[src/rtl/hub75_fb_arbiter.sv]
// Shares one single-port frame-buffer RAM between the HUB75 read-out engine and a host port.
// Read-out bursts get exclusive ownership; the host is served in IDLE and in a bounded window after each burst.
module hub75_fb_arbiter #(
  parameter int ADDR_W     = 13,
  parameter int HOST_SLOTS = 4,
  parameter int RO_TIMEOUT = 300
) (
  input  logic              clk,
  input  logic              rst,
  input  logic              ro_pending,
  output logic              ro_boot,
  output logic              ro_active,
  input  logic              ro_done,
  input  logic [ADDR_W-1:0] ro_addr,
  output logic [15:0]       ro_data,
  input  logic              host_valid,
  output logic              host_ready,
  input  logic              host_write,
  input  logic [ADDR_W-1:0] host_addr,
  input  logic [15:0]       host_wdata,
  input  logic [3:0]        host_mask,
  output logic              host_rvalid,
  output logic [15:0]       host_rdata,
  output logic [ADDR_W-1:0] mem_addr,
  output logic [15:0]       mem_wdata,
  output logic [3:0]        mem_mask,
  output logic              mem_we,
  input  logic [15:0]       mem_rdata,
  output logic              err_timeout
);

  typedef enum logic [1:0] {
    S_IDLE,
    S_RO_BOOT,
    S_RO_RUN,
    S_HOST_WIN
  } state_t;

  localparam logic [3:0] SLOTS   = 4'(HOST_SLOTS);
  localparam logic [9:0] WD_LAST = 10'(RO_TIMEOUT - 1);

  state_t     state;
  logic [3:0] slot_cnt;
  logic [9:0] wd_cnt;
  logic       host_fire;

  // Read data is shared: the read-out sees every RAM word, the host qualifies with host_rvalid.
  assign ro_data    = mem_rdata;
  assign host_rdata = mem_rdata;
  assign host_fire  = host_valid && host_ready;

  always_comb begin
    // NOTE: every combinational output gets a default first so no path can infer a latch.
    host_ready = 1'b0;
    case (state)
      S_IDLE:     host_ready = host_valid && !ro_pending;
      S_HOST_WIN: host_ready = host_valid && (slot_cnt != 4'd0);
      default:    host_ready = 1'b0;
    endcase
    if (rst) host_ready = 1'b0;
  end

  always_comb begin
    mem_addr  = '0;
    mem_wdata = '0;
    mem_mask  = '0;
    mem_we    = 1'b0;
    if (state == S_RO_RUN) begin
      mem_addr = ro_addr;
    end else if (host_fire) begin
      mem_addr = host_addr;
      if (host_write) begin
        mem_we    = 1'b1;
        mem_wdata = host_wdata;
        mem_mask  = host_mask;
      end
    end
  end

  // NOTE: all state and registered outputs update with non-blocking assignments in one clocked block.
  always_ff @(posedge clk) begin
    if (rst) begin
      state       <= S_IDLE;
      slot_cnt    <= '0;
      wd_cnt      <= '0;
      ro_boot     <= 1'b0;
      ro_active   <= 1'b0;
      host_rvalid <= 1'b0;
      err_timeout <= 1'b0;
    end else begin
      host_rvalid <= host_fire && !host_write;
      case (state)
        S_IDLE: begin
          if (ro_pending) begin
            state   <= S_RO_BOOT;
            ro_boot <= 1'b1;
          end
        end
        S_RO_BOOT: begin
          state     <= S_RO_RUN;
          ro_boot   <= 1'b0;
          ro_active <= 1'b1;
          wd_cnt    <= '0;
        end
        S_RO_RUN: begin
          wd_cnt <= wd_cnt + 10'd1;
          if (ro_done) begin
            state     <= S_HOST_WIN;
            ro_active <= 1'b0;
            slot_cnt  <= SLOTS;
          end else if (wd_cnt == WD_LAST) begin
            // Runaway burst: reclaim the RAM for the host and leave a sticky flag.
            state       <= S_HOST_WIN;
            ro_active   <= 1'b0;
            slot_cnt    <= SLOTS;
            err_timeout <= 1'b1;
          end
        end
        S_HOST_WIN: begin
          if (!host_valid || slot_cnt == 4'd0) state <= S_IDLE;
          else slot_cnt <= slot_cnt - 4'd1;
        end
        default: state <= S_IDLE;
      endcase
    end
  end

endmodule
[config.mk]
export PLATFORM = sky130hd
export DESIGN_NAME = hub75_fb_arbiter
export DESIGN_NICKNAME = d
export VERILOG_FILES = /design/src/rtl/hub75_fb_arbiter.sv
export SDC_FILE = /design/constraint.sdc
export NUM_CORES = 1
export LEC_CHECK = 0
export ABC_CLOCK_PERIOD_IN_PS = 1750
export BUFFER_PORTS_ARGS = -buffer_cell sky130_fd_sc_hd__buf_4
export CAP_MARGIN = 20
export CORE_MARGIN = 2
export CORE_UTILIZATION = 34
export CTS_CLUSTER_DIAMETER = 120
export DETAILED_ROUTE_END_ITERATION = 6
export PLACE_DENSITY = 0.76
export SLEW_MARGIN = 20
export SYNTH_ARGS = -nofsm -noshare
export SYNTH_HDL_FRONTEND = slang
export SYNTH_SLANG_ARGS = --single-unit
[constraint.sdc]
create_clock -name clk -period 1.75 [get_ports clk]
set_input_delay 0.175 -clock clk [delete_from_list [all_inputs] [get_ports clk]]
set_output_delay 0.175 -clock clk [all_outputs]
set_load 0.02 [all_outputs]
==> impl_metrics.json <==
{
  "status": "complete, but fails checks",
  "failed_checks": "setup timing",
  "layout-drive-gt1-share_pct": 64.2,
  "max_freq_mhz": 444,
  "synth_edf_count": 0,
  "rsz0062_at_grt": "true",
  "critPathCaptureType": "primary output",
  "coreArea_um2": 4410,
  "syn_area_per_cell_um2": 7.54,
  "wirelength_mm": 5.06,
  "fin_nets": 368,
  "grt_pass1_wl_mm": 7.51,
  "critPathSlowestCell": "dfxtp_2",
  "finalSetupViolations": 38,
  "yosysSeqAreaShare_pct": 25.3,
  "synthTopCellsByArea": "dfxtp_1 (25%), buf_4 (16%), nand2_1 (8.3%)",
  "drt_iter0_drc": 54,
  "numCtsBuffers": 3,
  "portBuffers": 90,
  "io_pins": 139,
  "relSlewSlack_pct": 72.3,
  "syn_area_um2": 1580,
  "synth_cell_types": 36,
  "layout.cells.non_filler": 345,
  "synth.yosys.warnings": 0,
  "async_flop_share_pct": 0,
  "dp.cells": 333,
  "initial_core_util_pct": 35.9,
  "post-route-util_pct": 62.2,
  "cts_tree": "done",
  "maxCapViolations": 0,
  "overflow": 0,
  "antenna_found_initial": 0,
  "rows": 24,
  "postCtsHoldBufs": 0,
  "cts-root-buf": "clkbuf_8",
  "firstDrtPassIters": 4,
  "hold_violations": 0,
  "syn_inst": 210,
  "layout_setup_ws_ns": -0.500,
  "via_count": 1724,
  "peakVddDrop_v": 0.000780,
  "dieArea_um2": 5220,
  "skew_ns": 0.00558,
  "n_fill_cell": 340,
  "grt_max_degree": 23,
  "drc": 0,
  "min_period_over_period_pct": 129,
  "fin_tns_setup_ns": -16.07,
  "viasPerCell": 5.00,
  "worst_slew_pin_slew_ns": 0.412,
  "p_leak_nw": 1.26,
  "path_cells": "inv_2 > ha_4 > and4bb_2 > a2111oi_4 > buf_4 > buf_8 > nand2_4 > o21ai_4 > buf_6",
  "syn-num-nets": 284,
  "hp-class": "primary input to register",
  "diodes": 0,
  "drv_slew": 0,
  "arrival_ns": 2.08,
  "cts.clk_slew.worst_paths_ns": 0.08,
  "fp.dieW_um": 72.2,
  "hpwl_mm": 3.47,
  "power.density_nw_per_um2": 960,
  "min_period_ns": 2.25,
  "critPathRequiredTime_ns": 1.57,
  "cp_slowest_stage_delay_ns": 0.35,
  "worst-path-max-fanout": 8,
  "fp.dieH_um": 72.2,
  "postPlaceCellArea_um2": 2340,
  "cts_sinks": 20,
  "fin_area_um2": 2740,
  "grt_pass1_vias": 1653,
  "ys_ff_latch": 20,
  "grt_usage_pct": 17.8,
  "critPathLaunchType": "register",
  "ctsLongestPathBuffers": 2,
  "synth_flop_cell": "dfxtp_1",
  "gp_congestion": 0.812,
  "synth.largest_area_cell": "dfxtp_1",
  "clk-insertion-delay-late_ns": 0.26,
  "ant_nets": 0,
  "path_class": "register to primary output",
  "post_drt_wl_per_cell_um": 14.7,
  "synthToLayoutAreaGrowth_pct": 73.4,
  "htreeDepth": 1,
  "synth.top_cell.area_share_pct": 25.3
}
area by class of cell:
cell class	count	area, µm²	area share (%)
multi-input combinational	142	1110	40.6
clock buffer	3	41.3	1.50
clock inverter	1	30.0	1.09
tap	52	65.1	2.37
inverter	8	32.5	1.19
timing repair buffer	119	1050	38.3
sequential	20	408	14.9
sequential cells by signal, summed over array words and instances (netlist names):
| name | flops |
|---|---|
| ro_boot | 1 |
| err_timeout | 1 |
| ro_active | 1 |
| state | 2 |
| host_rvalid | 1 |
| slot_cnt | 4 |
| wd_cnt | 10 |
through the flow:
stage	setup slack (ns)	hold slack, ns	power (W)
2_1_floorplan	-0.178	0.247	0.00145
3_3_place_gp	-0.112	0.342	0.00185
3_5_place_dp	-0.169	0.344	0.00188
4_1_cts	-0.440	0.0687	0.00244
5_1_grt	-0.593	0.0716	0.00278
6_report	-0.500	0.0719	0.00263
cell usage after synthesis (3+ instances only):
library cell  count
buf_4            33
clkbuf_1          5
or4_1             3
nor2_1            9
a21oi_1           7
nand3_1           3
nand4_1           3
nand2b_1          5
xor2_1            7
nand2_1          35
dfxtp_1          20
and2_1           20
o21ai_0          19
inv_1             8
ha_1              6
layout by cell type, fill, tap and decap left out, types with 7 or more instances in the layout:
cell type  instances
buf_6             37
o21ai_2           12
dfxtp_1           16
xor2_1             7
and2_4            20
nor2_1             9
buf_4             80
nand2_1           29
power breakdown:
group / switching (W) / total, W / internal [W]
Combinational: 0.000777 / 0.00157 / 0.000793
Sequential: 0.0000664 / 0.000599 / 0.000533
Clock: 0.000160 / 0.000465 / 0.000305
cell families after synthesis:
family	share of synthesized area, %
AOI/OAI and AO/OA	14.5
xor gates and xnor gates	4.43
adders and majority gates	4.74
buffers and inverters	19.4
DFF	25.3
and+or+nand+nor	31.7
repair_timing:
action | 4_1_cts | 5_1_grt
setup buffers | 3 | 4
endpoints found under the setup margin | 39 | 40
pin swaps | 1 | 18
cloned | 1 | 0
resized for setup | 34 | 39
worst max-delay path: cells and delay by family, from the launching register on:
kind            cells  cell delay [ns]
buf+inv             4             0.52
compound gates      2             0.47
flops               1             0.35
simple gates        2             0.32
fa+ha+maj           1             0.15
routing by layer:
metal / vias up / routed length, µm / global-route usage, %
li1: 834 / - / -
met1: 823 / 1870 / 20.7
met2: 53 / 2870 / 32.3
met3: 14 / 268 / 3.33
met4: 0 / 57 / 6.71
met5: - / 0 / 0
path summary, 6_finish.rpt:
path	startpoint	endpoint	slack [ns]	cells past startpoint
min	host_write	host_rvalid	0.07	2
max reg2reg	state[0]	slot_cnt[1]	-0.01	9
min reg2reg	ro_boot	ro_boot	0.47	2
max	slot_cnt[0]	mem_addr[6]	-0.50	9
Note: power is estimated with default switching activity, not from simulation.
